`config.mk`:
```
export PLATFORM = sky130hd
export DESIGN_NAME = pwm_deadtime_gen_flat
export DESIGN_NICKNAME = d
export VERILOG_FILES = /design/src/rtl/pwm_pkg.sv /design/src/rtl/pwm_deadtime_gen_if.sv /design/src/rtl/pwm_dt_timer.sv /design/src/rtl/pwm_deadtime_gen.sv /design/src/flat_wrapper.sv
export SDC_FILE = /design/constraint.sdc
export NUM_CORES = 1
export LEC_CHECK = 0
export ABC_AREA = 1
export CAP_MARGIN = 20
export CELL_PAD_IN_SITES_DETAIL_PLACEMENT = 0
export CELL_PAD_IN_SITES_GLOBAL_PLACEMENT = 1
export CORE_AREA = 5 5 48 70
export DETAILED_ROUTE_END_ITERATION = 10
export DIE_AREA = 0 0 53 75
export DONT_BUFFER_PORTS = 1
export PLACE_DENSITY = 0.71
export SETUP_SLACK_MARGIN = 0.5
export SLEW_MARGIN = 15
export SYNTH_ARGS = -nofsm -noshare
export SYNTH_HDL_FRONTEND = slang
export SYNTH_HIERARCHICAL = 1
export SYNTH_SLANG_ARGS = --single-unit
```
`constraint.sdc`:
```
create_clock -name clk -period 1.9 [get_ports clk]
set_input_delay 0.285 -clock clk [delete_from_list [all_inputs] [get_ports clk]]
set_output_delay 0.285 -clock clk [all_outputs]
set_load 0.005 [all_outputs]
```
`src/rtl/pwm_pkg.sv`:
```
// Shared definitions for the PWM dead-time generator.
//   DT_W_DEFAULT : default width of the dead_time input and dead-time counter
//   state_e      : one-hot FSM encoding (S_OFF, S_LS, S_DT_RISE, S_HS, S_DT_FALL)
//   IDX_*        : bit positions of the states, used for direct output decode
package pwm_pkg;

  localparam int unsigned DT_W_DEFAULT = 8;

  localparam int unsigned IDX_LS      = 1;
  localparam int unsigned IDX_DT_RISE = 2;
  localparam int unsigned IDX_HS      = 3;
  localparam int unsigned IDX_DT_FALL = 4;

  typedef enum logic [4:0] {
    S_OFF     = 5'b00001,
    S_LS      = 5'b00010,
    S_DT_RISE = 5'b00100,
    S_HS      = 5'b01000,
    S_DT_FALL = 5'b10000
  } state_e;

endpackage

```
`src/rtl/pwm_deadtime_gen_if.sv`:
```
// Control/status bundle of the PWM dead-time generator.
//   ena, pwm_in, dead_time, fault_in, clr_fault : controls driven by the master
//   pwm_hs, pwm_ls, dt_active, fault_latched    : gate drives and status from the slave
interface pwm_deadtime_gen_if
  import pwm_pkg::*;
#(
  parameter int unsigned DT_W = DT_W_DEFAULT
);

  logic            ena;
  logic            pwm_in;
  logic [DT_W-1:0] dead_time;
  logic            fault_in;
  logic            clr_fault;
  logic            pwm_hs;
  logic            pwm_ls;
  logic            dt_active;
  logic            fault_latched;

  modport master (
    output ena, pwm_in, dead_time, fault_in, clr_fault,
    input  pwm_hs, pwm_ls, dt_active, fault_latched
  );

  modport slave (
    input  ena, pwm_in, dead_time, fault_in, clr_fault,
    output pwm_hs, pwm_ls, dt_active, fault_latched
  );

endinterface

```
`src/rtl/pwm_dt_timer.sv`:
```
// Dead-time down-counter.
//   clk, rst  : clock and synchronous active-high reset
//   load      : load load_val into the counter (has priority over dec)
//   dec       : decrement by one, holding at zero
//   load_val  : value to load
//   zero      : counter is zero
module pwm_dt_timer #(
  parameter int unsigned DT_W = 8
) (
  input  logic            clk,
  input  logic            rst,
  input  logic            load,
  input  logic            dec,
  input  logic [DT_W-1:0] load_val,
  output logic            zero
);

  logic [DT_W-1:0] cnt_q;

  always_ff @(posedge clk) begin
    if (rst) begin
      cnt_q <= '0;
    end else if (load) begin
      cnt_q <= load_val;
    end else if (dec && (cnt_q != '0)) begin
      cnt_q <= cnt_q - 1'b1;
    end
  end

  assign zero = (cnt_q == '0);

endmodule

```
`src/rtl/pwm_deadtime_gen.sv`:
```
// Complementary gate-drive generator with programmable dead time and fault shutdown.
// The high side and low side are never on in the same cycle.
//   clk, rst : clock and synchronous active-high reset
//   bus      : slave side of pwm_deadtime_gen_if (controls in, gate drives and status out)
module pwm_deadtime_gen
  import pwm_pkg::*;
#(
  parameter int unsigned DT_W = DT_W_DEFAULT
) (
  input logic               clk,
  input logic               rst,
  pwm_deadtime_gen_if.slave bus
);

  logic   pwm_q;
  logic   fault_latched_q;
  state_e state_q, state_d;
  logic   cnt_load, cnt_dec, cnt_zero;

  always_ff @(posedge clk) begin
    if (rst) begin
      pwm_q <= 1'b0;
    end else begin
      pwm_q <= bus.pwm_in;
    end
  end

  // A fault present on the same edge as a clear request wins.
  always_ff @(posedge clk) begin
    if (rst) begin
      fault_latched_q <= 1'b0;
    end else if (bus.fault_in) begin
      fault_latched_q <= 1'b1;
    end else if (bus.clr_fault) begin
      fault_latched_q <= 1'b0;
    end
  end

  always_ff @(posedge clk) begin
    if (rst) begin
      state_q <= S_OFF;
    end else begin
      state_q <= state_d;
    end
  end

  always_comb begin
    state_d  = state_q;
    cnt_load = 1'b0;
    cnt_dec  = 1'b0;
    if (bus.fault_in || !bus.ena) begin
      state_d = S_OFF;
    end else begin
      unique case (state_q)
        S_OFF: begin
          // Leaving OFF always starts with a full dead interval.
          if (!fault_latched_q) begin
            state_d  = pwm_q ? S_DT_RISE : S_DT_FALL;
            cnt_load = 1'b1;
          end
        end
        S_LS: begin
          if (pwm_q) begin
            state_d  = S_DT_RISE;
            cnt_load = 1'b1;
          end
        end
        S_DT_RISE: begin
          // Returning to LS is safe: HS was never turned on.
          if (!pwm_q) begin
            state_d = S_LS;
          end else if (cnt_zero) begin
            state_d = S_HS;
          end else begin
            cnt_dec = 1'b1;
          end
        end
        S_HS: begin
          if (!pwm_q) begin
            state_d  = S_DT_FALL;
            cnt_load = 1'b1;
          end
        end
        S_DT_FALL: begin
          if (pwm_q) begin
            state_d = S_HS;
          end else if (cnt_zero) begin
            state_d = S_LS;
          end else begin
            cnt_dec = 1'b1;
          end
        end
        default: state_d = S_OFF;
      endcase
    end
  end

  pwm_dt_timer #(
    .DT_W(DT_W)
  ) u_timer (
    .clk     (clk),
    .rst     (rst),
    .load    (cnt_load),
    .dec     (cnt_dec),
    .load_val(bus.dead_time),
    .zero    (cnt_zero)
  );

  // Outputs come straight off the one-hot state flops, so they are glitch-free.
  assign bus.pwm_hs        = state_q[IDX_HS];
  assign bus.pwm_ls        = state_q[IDX_LS];
  assign bus.dt_active     = state_q[IDX_DT_RISE] | state_q[IDX_DT_FALL];
  assign bus.fault_latched = fault_latched_q;

endmodule

```
`src/flat_wrapper.sv`:
```
// flat-port wrapper written by rule: the top's interface ports become plain ports
module pwm_deadtime_gen_flat import pwm_pkg::*;
#(
  parameter int unsigned DT_W = DT_W_DEFAULT
)
  (clk, rst, bus_ena, bus_pwm_in, bus_dead_time, bus_fault_in, bus_clr_fault, bus_pwm_hs, bus_pwm_ls, bus_dt_active, bus_fault_latched);
  pwm_deadtime_gen_if #(.DT_W(DT_W)) bus_i ();
  input logic clk;
  input logic rst;
  input wire logic [$bits(bus_i.ena)-1:0] bus_ena;
  input wire logic [$bits(bus_i.pwm_in)-1:0] bus_pwm_in;
  input wire logic [$bits(bus_i.dead_time)-1:0] bus_dead_time;
  input wire logic [$bits(bus_i.fault_in)-1:0] bus_fault_in;
  input wire logic [$bits(bus_i.clr_fault)-1:0] bus_clr_fault;
  output wire logic [$bits(bus_i.pwm_hs)-1:0] bus_pwm_hs;
  output wire logic [$bits(bus_i.pwm_ls)-1:0] bus_pwm_ls;
  output wire logic [$bits(bus_i.dt_active)-1:0] bus_dt_active;
  output wire logic [$bits(bus_i.fault_latched)-1:0] bus_fault_latched;
  assign bus_i.ena = bus_ena;
  assign bus_i.pwm_in = bus_pwm_in;
  assign bus_i.dead_time = bus_dead_time;
  assign bus_i.fault_in = bus_fault_in;
  assign bus_i.clr_fault = bus_clr_fault;
  assign bus_pwm_hs = bus_i.pwm_hs;
  assign bus_pwm_ls = bus_i.pwm_ls;
  assign bus_dt_active = bus_i.dt_active;
  assign bus_fault_latched = bus_i.fault_latched;
  pwm_deadtime_gen #(.DT_W(DT_W)) u_core (.clk(clk), .rst(rst), .bus(bus_i));
endmodule
```
# Word-level counts from Yosys, hierarchy flattened
# Index checks and enable logic that the tools add are counted.
# op_classes
add_sub_neg,1
eq_ne,10
n_mux,23
bitwise,1
reduce_logical,9
# ops
op,count
$mux 5,8
$pmux 5 s5,1
$mux 8,2
$mux 1,10
$logic_not 8->1,1
$reduce_bool 8->1,1
$sub 8x1->8 const B,1
$eq 5x1->1 const B,1
$eq 5x2->1 const B,1
$eq 5x3->1 const B,1
$eq 5x4->1 const B,1
$eq 5x5->1 const B,1
$reduce_and 5->1,1
$ne 2x2->1 const B,2
$reduce_bool 2->1,2
$ne 3x1->1 const B,1
$ne 3x3->1 const B,1
$pmux 1 s3,1
$ne 2x1->1 const B,1
$pmux 1 s2,1
$reduce_or 2->1,1
$logic_and 1x1->1,1
$logic_not 1->1,1
$logic_or 1x1->1,1
$or 1x1->1,1
# totals
register_bits,15
out_inout_bits,4

# Logic depth before layout (Yosys ltp)
# depth
word_depth,8
depth_mapped,15
ltp_nobuf,15

# Cells and area by module
# The synthesis kept the hierarchy.
# by_module_without_submodules
mod,instances,cells_each,area_each_um2
pwm_dt_timer,1,104,600.6
pwm_deadtime_gen,1,73,464.2

# Worst setup path after synthesis
# OpenSTA, ideal clock, no wires.
# synth_timing
kind,register to register
from,register u_core.u_timer.cnt_q[0]
to,register u_core.u_timer.cnt_q[1]
setup_time_ns,0.113
t_arrival_ns,1.630
required_time_ns,1.787
slack_ns,0.157
stages_incl_launch_ff,15
path_buffers,0
period_less_slack_ns,1.743
path_cell_list,dfxtp_1 inv_1 ha_1 nand2_1 nor2_1 inv_1 nand2_1 nor2_4 nor2_4 nor2_1 nand2_4 nand2_4 clkinv_2 nor2_1 nor2_1
# synth_between
elab_chain_len,7
# synth_rtl
element,line_no,rtl
start: declaration,pwm_dt_timer.sv:18,logic [DT_W-1:0] cnt_q;
start signal: assignment,pwm_dt_timer.sv:24,cnt_q <= load_val;
start signal: assignment,pwm_dt_timer.sv:26,cnt_q <= cnt_q - 1'b1;
$logic_not 8->1 (*),pwm_dt_timer.sv:30,assign zero = (cnt_q == '0);
named net u_core.cnt_zero,pwm_deadtime_gen.sv:18,"logic cnt_load, cnt_dec, cnt_zero;"
$mux 1 (*),"pwm_deadtime_gen.sv:72, pwm_deadtime_gen.sv:87",
"$mux 1, on equally long branches","pwm_deadtime_gen.sv:85, pwm_deadtime_gen.sv:70",
$pmux 1 s2 (*),pwm_deadtime_gen.sv:54,unique case (state_q)
$mux 1 (*),pwm_deadtime_gen.sv:51,if (bus.fault_in || !bus.ena) begin
named net u_core.cnt_dec,pwm_deadtime_gen.sv:18,
$logic_and 1x1->1 (*),pwm_dt_timer.sv:25,end else if (dec && (cnt_q != '0)) begin
$reduce_bool 2->1 (no source line) (*),n/a,
# The timed path passes the listed nets; every way through them passes the cells marked *. The select of a mux whose other input is x is not followed.
# A chain may end at the register's enable or synchronous reset.

# Final worst setup path
# layout_timing
from,register u_core.u_timer.cnt_q[0]
to,register u_core.u_timer.cnt_q[3]
# Same word-level chain as after synthesis.

==> flow_metrics.py <==
metrics = {
    "outcome": {
        "status": "finished clean",
    },
    "sta": {
        "worst_clock_skew_ps": 2.71,
        "whs_ps": 84.1,
        "clock.fmax_mhz": 635,
        "maxSlewViolCount": 0,
        "grt_setup_unrepaired": "true",
        "time_the_final_worst_path_needs_with_i_o_delays_and_setup_ps": 1580,
        "worst_slew_margin_relative_to_its_limit": 0.786,
        "tightestPinTransition_ps": 320,
        "setup_violations": 0,
        "hold_viol_final": 0,
        "setup_tns_ps": 0,
        "post_route_fraction_of_the_period_consumed_by_the_critical_path": 0.829,
    },
    "synthesis": {
        "postSynthRegisterBits": 15,
        "asyncSetResetFlopFracSynth": 0,
        "synthDistinctLibCells": 23,
        "synth_flop_cell": "sky130_fd_sc_hd__dfxtp_1",
        "seq_area_frac_synth": 0.282,
        "synth-warning-count": 6,
        "synth.avg_cell_area_um2": 6.02,
        "synth_largest_area_cell": "sky130_fd_sc_hd__dfxtp_1",
        "synth_top_cells_by_area": "sky130_fd_sc_hd__dfxtp_1 (28%), sky130_fd_sc_hd__nand2_1 (14%), sky130_fd_sc_hd__nand3_1 (11%)",
        "syn_inst": 177,
        "number_of_synthesized_flops_with_an_enable_pin": 0,
        "yosysTopAreaCellShare": 0.282,
        "syn-num-nets": 193,
        "syn_std_cell_area_mm2": 0.00106,
    },
    "clocking": {
        "worstSkewPairLatency_ps": 250,
        "cts.sinks": 15,
        "clkSlewWorstSetupHoldPaths_ps": 60,
        "cts_buffer_depth": 2,
        "numCtsBuffers": 3,
        "cts.hold.buffers_added": 0,
        "cts_max_level": 1,
        "tritoncts": "built",
        "clock-root-buffer": "sky130_fd_sc_hd__clkbuf_8",
    },
    "layout": {
        "mostFrequentLayoutCells": "sky130_fd_sc_hd__nand2_1 (36), sky130_fd_sc_hd__inv_1 (21), sky130_fd_sc_hd__nand3_1 (20)",
        "syn2layout_area_growth_pct": 35.8,
        "antennaDiodeCount": 0,
        "nNetsFinal": 214,
        "leading_cell_type_in_the_layout_fill_and_taps_excluded": "sky130_fd_sc_hd__nand2_1",
        "postLayoutCellArea_mm2": 0.00145,
        "drive_gt1_frac": 0.386,
    },
    "critical_path": {
        "arrival_ps": 1720,
        "rr_endpoint": "u_core/u_timer/cnt_q[3]",
        "timing.critical_path.slowest_stage_cell": "sky130_fd_sc_hd__dfxtp_2",
        "reg2reg_depth": 14,
        "cp_max_fo": 6,
        "crit_path_cells": "inv_4, ha_4, nand2_4, nor2_4, inv_2, nand2_2, nor2_4, nor2_4, nor2_4, nand2_4, nand2_4, clkinv_4, nand2_2, a21oi_2",
        "critical_path_buf_inv_count": 3,
        "cp-start-kind": "flop",
        "worst_reg2reg_startpoint": "u_core/u_timer/cnt_q[0]",
        "data_required_time_of_the_critical_path_ps": 2040,
        "critical_path.most_common_cell": "sky130_fd_sc_hd__nor2_4",
        "setup.worst_path.end_class": "flop",
        "crit_family": "simple AND/OR/NAND/NOR gates",
        "worst-setup-path-type": "flop to flop",
        "max_stage_delay_ps": 350,
        "rrSetupSlack_ps": 320,
    },
    "floorplanning": {
        "die-width_um": 53,
        "row_count": 23,
        "die-area_mm2": 0.00398,
        "vert_die_dim_um": 75,
        "design.portCount": 18,
        "floorplan.core_area_mm2": 0.00268,
        "starting_density_of_the_core": 0.398,
    },
    "routing": {
        "drt_pass1_iterations": 4,
        "vias": 1183,
        "drt_iter0_markers": 26,
        "drt_wl_total_mm": 3.09,
        "final_antenna_net_count": 0,
        "detail_route.drc_violations": 0,
        "route.detailed.wl_per_inst_um": 13.2,
        "via_count_normalized_by_instance_count": 5.06,
    },
    "hold_path": {
        "hold_path_end": "u_core/u_timer/cnt_q[4]",
        "min_path_cells": 1,
        "worstHoldStart": "rst",
        "hold_class": "input pin to flop",
    },
    "place": {
        "io_buffer_count": 0,
        "detailed_place_hpwl_mm": 2.33,
        "placed_cell_area_mm2": 0.00119,
        "globalplace.congestion": 0.825,
    },
    "pwr": {
        "p_sw_frac": 0.331,
        "irDropWorstVdd_mv": 0.456,
        "p_leak_nw": 0.681,
        "internal-power_w": 0.000614,
        "p_clk_frac": 0.283,
        "p_comb_frac": 0.333,
        "seq_power_share": 0.384,
        "pwr_density_cell_mw_per_mm2": 635,
        "total_switching_power_w": 0.000304,
    },
    "global_routing": {
        "grt_max_degree": 11,
        "antenna_found_initial": 0,
        "grt_util_all_layers": 0.175,
        "gr-total-overflow": 0,
        "grt_pass1_vias": 1163,
        "wire_length_of_the_first_global_routing_pass_mm": 4.98,
    },
    "run": {
        "drv_cap": 0,
    },
}
cells in the mapped netlist (3+ instances only):
library cell              count
sky130_fd_sc_hd__nand2_1     41
sky130_fd_sc_hd__inv_1       26
sky130_fd_sc_hd__nor2_1      26
sky130_fd_sc_hd__nand3_1     24
sky130_fd_sc_hd__dfxtp_1     15
sky130_fd_sc_hd__a21oi_1      7
sky130_fd_sc_hd__nor2_2       6
sky130_fd_sc_hd__nand4_1      5
sky130_fd_sc_hd__inv_2        4
sky130_fd_sc_hd__o21ai_0      3
sky130_fd_sc_hd__o21ai_1      3
metal layers:
layer,vias to the layer above,GRT usage,part of all wire
met1,556,0.150,0.34
li1,601,-,-
met4,0,0.114,0.029
met2,18,0.355,0.61
met3,8,0.0238,0.024
met5,-,0,0
cell type report:
cell class,instances,area (um2)
Fill cell,292,1230
Multi-Input combinational cell,130,778
Sequential cell,15,319
Timing Repair Buffer,17,131
Inverter,31,126
Tap cell,37,46.3
Clock buffer,4,45.0
stage by stage:
step / instances / worst slack, ps / utilization / total power (W)
4_1_cts: 229 / 315 / 0.515 / 0.000902
3_3_place_gp: 216 / 241 / 0.446 / 0.000580
5_1_grt: 234 / 214 / 0.540 / 0.000985
6_report: 234 / 324 / 0.540 / 0.000919
3_5_place_dp: 216 / 218 / 0.446 / 0.000583
2_1_floorplan: 177 / 369 / - / 0.000535
flip-flops by register name, summed over array words and instances (netlist names):
name,flops
u_core/bus.fault_latched,1
u_core/state_q,5
u_core/pwm_q,1
u_core/u_timer/cnt_q,8
repair_timing:
item | CTS | global route
setup buffers | 9 | 5
resized for setup | 25 | 10
pin swaps | 11 | 4
endpoints found under the setup margin | 12 | 12
worst reg2reg max path: stages (launching register included):
cell	delay, ps
sky130_fd_sc_hd__dfxtp_2	350
sky130_fd_sc_hd__inv_4	40
sky130_fd_sc_hd__ha_4	150
sky130_fd_sc_hd__nand2_4	60
sky130_fd_sc_hd__nor2_4	40
sky130_fd_sc_hd__inv_2	60
sky130_fd_sc_hd__nand2_2	60
sky130_fd_sc_hd__nor2_4	120
sky130_fd_sc_hd__nor2_4	60
sky130_fd_sc_hd__nor2_4	130
sky130_fd_sc_hd__nand2_4	90
sky130_fd_sc_hd__nand2_4	120
sky130_fd_sc_hd__clkinv_4	90
sky130_fd_sc_hd__nand2_2	60
sky130_fd_sc_hd__a21oi_2	50
kinds of logic (layout without fill, tap and decap cells):
logic type      count (synthesis)  after routing  share of synthesized area
fa+ha+maj                       2              2                     0.0235
buf+inv                        32             52                      0.114
flops                          15             15                      0.282
simple gates                  111            111                      0.491
xor+xnor                        1              1                    0.00823
compound gates                 16             16                     0.0811
worst max path at each step:
stage / startpoint / endpoint / slack, ps / cells past startpoint
after detailed placement: u_core/u_timer/cnt_q[0] / u_core/u_timer/cnt_q[5] / 220 / 15
final: u_core/u_timer/cnt_q[0] / u_core/u_timer/cnt_q[3] / 320 / 14
after global placement: u_core/u_timer/cnt_q[0] / u_core/u_timer/cnt_q[5] / 240 / 15
after global routing: u_core/u_timer/cnt_q[1] / u_core/u_timer/cnt_q[4] / 210 / 14
after CTS: u_core/u_timer/cnt_q[0] / u_core/u_timer/cnt_q[4] / 320 / 14
after floorplan: u_core/u_timer/cnt_q[0] / u_core/u_timer/cnt_q[1] / 370 / 14
power groups by stage:
stage | logic [W] | clock network [W] | registers, W
final | 0.000306 | 0.000260 | 0.000353
after detailed placement | 0.000225 | 0 | 0.000359
after floorplan | 0.000181 | 0 | 0.000355
after global placement | 0.000222 | 0 | 0.000358
after CTS | 0.000278 | 0.000272 | 0.000352
after global routing | 0.000343 | 0.000286 | 0.000355
(Power assumes the default switching activity.)
